`src/rtl/adc_pkt_pkg.sv`:
```
// Shared types for the ADC IQ packetizer: sample layout, FIFO word, FSM states.
package adc_pkt_pkg;

    typedef struct packed {
        logic signed [15:0] q;
        logic signed [15:0] i;
    } iq_sample_t;

    typedef struct packed {
        logic       last;
        iq_sample_t iq;
    } fifo_word_t;

    typedef enum logic [1:0] {
        IDLE = 2'd0,
        RUN  = 2'd1,
        STOP = 2'd2
    } pkt_state_e;

    localparam logic [15:0] OVF_MAX = 16'hFFFF;
    localparam int          WORD_W  = $bits(fifo_word_t);

endpackage

```
`src/rtl/adc_iq_packetizer_sync_fifo.sv`:
```
// Single-clock first-word-fall-through FIFO; head word is presented whenever non-empty.
module sync_fifo #(
    parameter int WIDTH = 33,
    parameter int DEPTH = 64,
    localparam int AW   = $clog2(DEPTH)
) (
    input  logic             clk,
    input  logic             rst,
    input  logic             wr_en,
    input  logic [WIDTH-1:0] wr_data,
    input  logic             rd_en,
    output logic [WIDTH-1:0] rd_data,
    output logic             full,
    output logic             empty
);
    logic [WIDTH-1:0] mem [DEPTH];
    logic [AW-1:0]    wr_ptr;
    logic [AW-1:0]    rd_ptr;
    logic [AW:0]      count;
    logic             rd_ok;
    logic             wr_ok;

    assign empty   = (count == '0);
    assign full    = (count == (AW+1)'(DEPTH));
    // A full FIFO still takes a write when the head leaves in the same cycle.
    assign rd_ok   = rd_en && !empty;
    assign wr_ok   = wr_en && (!full || rd_ok);
    assign rd_data = empty ? '0 : mem[rd_ptr];

    always_ff @(posedge clk) begin
        if (wr_ok) begin
            mem[wr_ptr] <= wr_data;
        end
    end

    always_ff @(posedge clk) begin
        if (rst) begin
            wr_ptr <= '0;
            rd_ptr <= '0;
            count  <= '0;
        end else begin
            if (wr_ok) wr_ptr <= wr_ptr + AW'(1);
            if (rd_ok) rd_ptr <= rd_ptr + AW'(1);
            case ({wr_ok, rd_ok})
                2'b10:   count <= count + (AW+1)'(1);
                2'b01:   count <= count - (AW+1)'(1);
                default: count <= count;
            endcase
        end
    end

endmodule

```
`src/rtl/adc_iq_packetizer.sv`:
```
// Packs the unstoppable ADC IQ stream into fixed-length AXI-Stream packets with tlast;
// samples that find the FIFO full are dropped and counted.
module adc_iq_packetizer
    import adc_pkt_pkg::*;
#(
    parameter int FIFO_DEPTH = 64,
    parameter int LEN_W      = 16
) (
    input  logic             aclk,
    input  logic             areset,
    input  logic             enable,
    input  logic [LEN_W-1:0] pkt_len,
    input  logic [31:0]      s_axis_tdata,
    input  logic             s_axis_tvalid,
    output logic             s_axis_tready,
    output logic [31:0]      m_axis_tdata,
    output logic             m_axis_tvalid,
    input  logic             m_axis_tready,
    output logic             m_axis_tlast,
    output logic             busy,
    output logic [15:0]      ovf_count,
    output logic [31:0]      pkt_count
);
    pkt_state_e       state;
    logic [LEN_W-1:0] len_q;
    logic [LEN_W-1:0] smp_cnt;
    logic [LEN_W-1:0] smp_cnt_nxt;
    logic             tready_q;
    logic             fifo_full;
    logic             fifo_empty;
    fifo_word_t       wr_word;
    fifo_word_t       rd_word;
    logic             attempt;
    logic             pop;
    logic             accept;
    logic             drop;
    logic             is_last;

    function automatic logic [15:0] sat_inc(input logic [15:0] v);
        return (v == OVF_MAX) ? v : v + 16'd1;
    endfunction

    assign attempt     = s_axis_tvalid && (state != IDLE);
    assign pop         = m_axis_tvalid && m_axis_tready;
    assign accept      = attempt && (!fifo_full || pop);
    assign drop        = attempt && !accept;
    assign is_last     = (smp_cnt == len_q - LEN_W'(1));
    // Counter only moves on accepted samples so every packet carries exactly len_q samples.
    assign smp_cnt_nxt = !accept ? smp_cnt : (is_last ? '0 : smp_cnt + LEN_W'(1));
    assign wr_word     = {is_last, s_axis_tdata};

    sync_fifo #(
        .WIDTH(WORD_W),
        .DEPTH(FIFO_DEPTH)
    ) u_fifo (
        .clk    (aclk),
        .rst    (areset),
        .wr_en  (attempt),
        .wr_data(wr_word),
        .rd_en  (m_axis_tready),
        .rd_data(rd_word),
        .full   (fifo_full),
        .empty  (fifo_empty)
    );

    assign m_axis_tvalid = !fifo_empty;
    assign m_axis_tdata  = rd_word.iq;
    assign m_axis_tlast  = rd_word.last;
    assign s_axis_tready = tready_q;
    assign busy          = (state != IDLE);

    always_ff @(posedge aclk) begin
        if (areset) begin
            state     <= IDLE;
            smp_cnt   <= '0;
            ovf_count <= '0;
            pkt_count <= '0;
            tready_q  <= 1'b0;
        end else begin
            tready_q <= 1'b1;
            if (drop) ovf_count <= sat_inc(ovf_count);
            if (accept && is_last) pkt_count <= pkt_count + 32'd1;
            case (state)
                IDLE: begin
                    if (enable && (pkt_len != '0)) begin
                        len_q   <= pkt_len;
                        smp_cnt <= '0;
                        state   <= RUN;
                    end
                end
                RUN: begin
                    smp_cnt <= smp_cnt_nxt;
                    // Stopping on a packet boundary goes straight to IDLE; otherwise finish the packet.
                    if (!enable) state <= (smp_cnt_nxt == '0) ? IDLE : STOP;
                end
                STOP: begin
                    smp_cnt <= smp_cnt_nxt;
                    if (accept && is_last) state <= IDLE;
                end
                default: state <= IDLE;
            endcase
        end
    end

endmodule

```
`config.mk`:
```
export PLATFORM = sky130hd
export DESIGN_NAME = adc_iq_packetizer
export DESIGN_NICKNAME = d
export VERILOG_FILES = /design/src/rtl/adc_pkt_pkg.sv /design/src/rtl/adc_iq_packetizer_sync_fifo.sv /design/src/rtl/adc_iq_packetizer.sv
export SDC_FILE = /design/constraint.sdc
export NUM_CORES = 2
export LEC_CHECK = 0
export CORE_ASPECT_RATIO = 2
export CORE_MARGIN = 3
export CORE_UTILIZATION = 40
export CTS_CLUSTER_SIZE = 30
export DETAILED_ROUTE_END_ITERATION = 7
export PLACE_DENSITY_LB_ADDON = 0.05
export SETUP_SLACK_MARGIN = 0.5
export SKIP_CTS_REPAIR_TIMING = 1
export SYNTH_ARGS = -nofsm -noshare
export SYNTH_HDL_FRONTEND = slang
export SYNTH_SLANG_ARGS = --single-unit
```
`constraint.sdc`:
```
create_clock -name aclk -period 5.1 [get_ports aclk]
set_input_delay 0.765 -clock aclk [delete_from_list [all_inputs] [get_ports aclk]]
set_output_delay 0.765 -clock aclk [all_outputs]
set_load 0.02 [all_outputs]
```
==> parameters.txt <==
Parameter                              Value

Critical path
  Critical path's slowest cell    sky130_fd_sc_hd__clkdlybuf4s50_1
  Req. time, crit path    4.34 ns
  CP cell instances    buf_12 > buf_16 > buf_8 > buf_6 > mux4_2 > mux4_2 > mux2i_2 > a211oi_2 > buf_4 > clkdlybuf4s50_1
  Type of element capturing the critical path    output port
  Kind of critical path    reg -> out
  Critical register-to-register path startpoint    u_fifo.count[2]
  Critical register-to-register path endpoint    u_fifo.count[6]
  Data arrival time of the critical path    4.06 ns
  Reg-to-reg slack, setup    1.17 ns
  Slowest cell delay on critical path    0.53 ns
  Reg2Reg Depth    15
  Cell with the most instances on the worst path    sky130_fd_sc_hd__mux4_2
  Startpoint types    flip-flop
  Largest fanout on the critical path    30

Final layout
  Final Net Count    4381
  Synthesis-to-layout area growth    17.8%
  Layout cells sized above 1    0.330
  Filler cell count in the final layout    17600
  Final core utilization    0.475

Timing
  Minimum hold slack    0.397 ns
  Timing-limited maximum frequency    207 MHz
  Setup ws final    0.271 ns
  Max Slew Vio Count    0
  Final-report hold violation count    0
  Worst clock skew    0.0357 ns
  Unrepaired setup endpoints after global routing    true
  Worst max-slew margin expressed relative to the limit    0.212
  Slew at the pin closest to its max-slew limit    1.18 ns
  Tmin final    4.83 ns
  Setup Viol. Count Final    0
  Period Utilization, post-route    0.947

Floorplanning
  Initial core utilization    0.403
  Core Region    214000 sq um
  X dimension of the die    335 um
  Die Area    222000 sq um
  Floorplan row count    240
  Io pins    137
  DIE HEIGHT    663 um

Yosys
  Syn Std Cell Area    86300 sq um
  Number of synthesized register bits    2220
  Async SR Flop Fraction    0
  Yosys synthesis warning count    0
  Proportion of netlist area held by the largest area contributor    0.740
  Leading cell types by total area after synthesis    sky130_fd_sc_hd__edfxtp_1, sky130_fd_sc_hd__mux4_2, sky130_fd_sc_hd__dfxtp_1
  Sequential fraction of the synthesis area    0.761
  Syn Area/Cell    22.4 sq um
  Number of enable flip-flop cells after synthesis    2128
  Number of different library cells in the post-synthesis netlist    65
  Leading area contributor after synthesis    sky130_fd_sc_hd__edfxtp_1
  Top_reg_cell synth    sky130_fd_sc_hd__edfxtp_1
  Post-Syn Instances    3851
  Syn nets    3919

Detailed routing
  Initial drt markers    3629
  Mean number of vias per cell    5.90
  Length of the first detailed-routing pass in iterations    7
  Residual antenna-violating net count after detailed routing    0
  Vias    42800
  Overall routed net length    275000 um
  Wire per inst    37.9 um
  Final routed DRC violation total    0

Placement
  Count of input and output buffers    136
  Final weighted congestion in routability-driven placement    0.821
  Detailed Place HPWL    156000 um
  Setup Slack @ Placement    0.561 ns

CTS
  Clock tree root driver cell    sky130_fd_sc_hd__clkbuf_16
  Insertion delay to the later sink of the worst-skew pair    0.85 ns
  CTS tree    built
  H-Tree Level Count    4
  Inserted Clock Buffers    208
  TritonCTS Sinks    2220
  Bufs on Longest Clock Path    4
  Clock slew at reported path FFs    0.07 ns

Global routing
  Tot GR Track Use    0.243
  Antenna violations before repair    10
  Met1 Resource Use GR    0.283
  Largest net degree at the start of global routing    65
  Highest-utilization routing layer at the global route stage    met2
  GR Layer Usage met3    0.0239
  Total congestion overflow    0
  Met2 Use GR    0.467
  Global-route wire length before repair    371000 um
  Number of global-route vias before repair    44200

Outcome
  Result of the run    finished, final reports clean

Power
  Clock network power share    0.353
  Leakage power    31.1 nW
  Fraction of power consumed by combinational cells    0.185
  Maximum vdd ir drop    0.000309 V
  Power density over cell area    427 nW/um^2
  Internal power summed over all cells    32.6 mW
  Psw    10.8 mW
  Switching part of the total power    0.249
  Total power after layout    43.4 mW
  Register share of total power    0.462

Min path
  Endpoint with the worst hold slack    u_fifo.rd_ptr[0]
  Path class of the lowest-slack min-delay path    in -> reg
  Cell depth of the worst hold path    2
  Worst Min Path Start    areset

Flow run
  Max Cap Violations    0
-- registers in the layout, indices dropped and copies added (netlist names), named ones only --
register and flops:
u_fifo.mem 2112, pkt_count 32, len_q 16, ovf_count 16
smp_cnt 16, u_fifo.count 7, u_fifo.rd_ptr 6, u_fifo.wr_ptr 6
state 2, s_axis_tready 1
-- kinds of logic (layout without fill, tap and decap cells) --
family | after synthesis | in the layout | synth area share
compound gates | 150 | 150 | 0.0122
xor+xnor | 49 | 49 | 0.00497
fa+ha+maj | 15 | 15 | 0.00226
buf+inv | 244 | 858 | 0.0108
flops | 2220 | 2220 | 0.761
mux | 714 | 714 | 0.181
other cells | 0 | 3 | 0
simple gates | 459 | 459 | 0.0274
-- synthesized netlist by cell type, drive strengths merged (3+ instances only) --
master,n
mux2i,25
nand3b,7
a32o,4
xor2,24
nand4,20
buf,81
nor2b,29
ha,14
or3,14
clkbuf,136
or4,16
o21ai,24
dfxtp,92
mux2,12
and4,5
nand3,41
mux4,677
a31oi,14
a211oi,37
and3,11
nor3b,3
a41oi,3
nand2,68
o311ai,6
nand2b,3
edfxtp,2128
nand4b,6
or2,7
nor3,29
o41ai,8
a21oi,26
nor4b,4
nor2,149
xnor2,25
o211ai,7
inv,26
and2,21
nor4,22
a21o,3
-- worst max-delay path, delay by kind of cell, from the launching register on --
family	cells	cell delay (ns)
compound gates	1	0.17
flops	1	0.39
mux	3	1.03
buf+inv	6	1.54
-- per-stage QoR --
step | instances | setup TNS, ns | cell area, sq um
final | 7251 | 0 | 102000
after global routing | 7250 | 0 | 102000
after floorplan | 3851 | 0 | 86300
after CTS | 7148 | -4.71 | 100000
after detailed placement | 6786 | 0 | 93500
after global placement | 6786 | 0 | 93500
-- worst max-delay path by stage --
stage / slack [ns] / cells past startpoint / end
after floorplan: 1.04 / 9 / u_fifo.mem[0][32]
after global placement: 0.51 / 9 / m_axis_tdata[28]
after detailed placement: 0.56 / 9 / m_axis_tdata[28]
after CTS: -0.42 / 9 / m_axis_tdata[28]
after global routing: 0.15 / 10 / m_axis_tdata[28]
final: 0.27 / 10 / m_axis_tdata[28]
-- cells in the final DEF (no fill, tap or decap), types with 25 or more instances in the layout --
cell type                         instances
sky130_fd_sc_hd__buf_4                  192
sky130_fd_sc_hd__clkinv_1                43
sky130_fd_sc_hd__nor2b_1                 27
sky130_fd_sc_hd__clkdlybuf4s50_1         71
sky130_fd_sc_hd__nand3_1                 40
sky130_fd_sc_hd__xnor2_1                 25
sky130_fd_sc_hd__clkbuf_1                43
sky130_fd_sc_hd__mux4_2                 677
sky130_fd_sc_hd__buf_12                  80
sky130_fd_sc_hd__clkinv_2                30
sky130_fd_sc_hd__edfxtp_1              2128
sky130_fd_sc_hd__buf_6                   25
sky130_fd_sc_hd__nor2_1                  84
sky130_fd_sc_hd__nand2_1                 68
sky130_fd_sc_hd__buf_2                   33
sky130_fd_sc_hd__inv_1                   26
sky130_fd_sc_hd__a21oi_1                 26
sky130_fd_sc_hd__nor3_1                  29
sky130_fd_sc_hd__dfxtp_1                 86
sky130_fd_sc_hd__nor2_4                  65
sky130_fd_sc_hd__clkbuf_16              228
-- power groups by stage --
| stage | Sequential, mW | Combinational (mW) | Clock, mW |
|---|---|---|---|
| 3_3_place_gp | 20.5 | 7.21 | 0 |
| 4_1_cts | 20.1 | 7.26 | 15.7 |
| 5_1_grt | 20.1 | 8.49 | 16.3 |
| 2_1_floorplan | 20.4 | 4.46 | 0 |
| 3_5_place_dp | 20.5 | 7.24 | 0 |
| 6_report | 20.1 | 8.03 | 15.3 |
-- metal layers --
| metal | vias to the layer above | share of wire |
|---|---|---|
| met3 | 389 | 0.035 |
| met5 | - | 0.000047 |
| met4 | 2 | 0.034 |
| li1 | 17300 | - |
| met2 | 1123 | 0.57 |
| met1 | 24000 | 0.36 |
-- area by class of cell --
type	instances	area, sq um	area share
Tap cell	2783	3480	0.0342
Sequential cell	2220	65800	0.647
Clock inverter	110	1080	0.0106
Timing Repair Buffer	469	5510	0.0542
Multi-Input combinational cell	1387	20400	0.200
Antenna cell	3	7.51	0.0000738
Clock buffer	252	5390	0.0530
Inverter	27	101	0.000997
No activity file was read; power rests on OpenSTA's default activity.
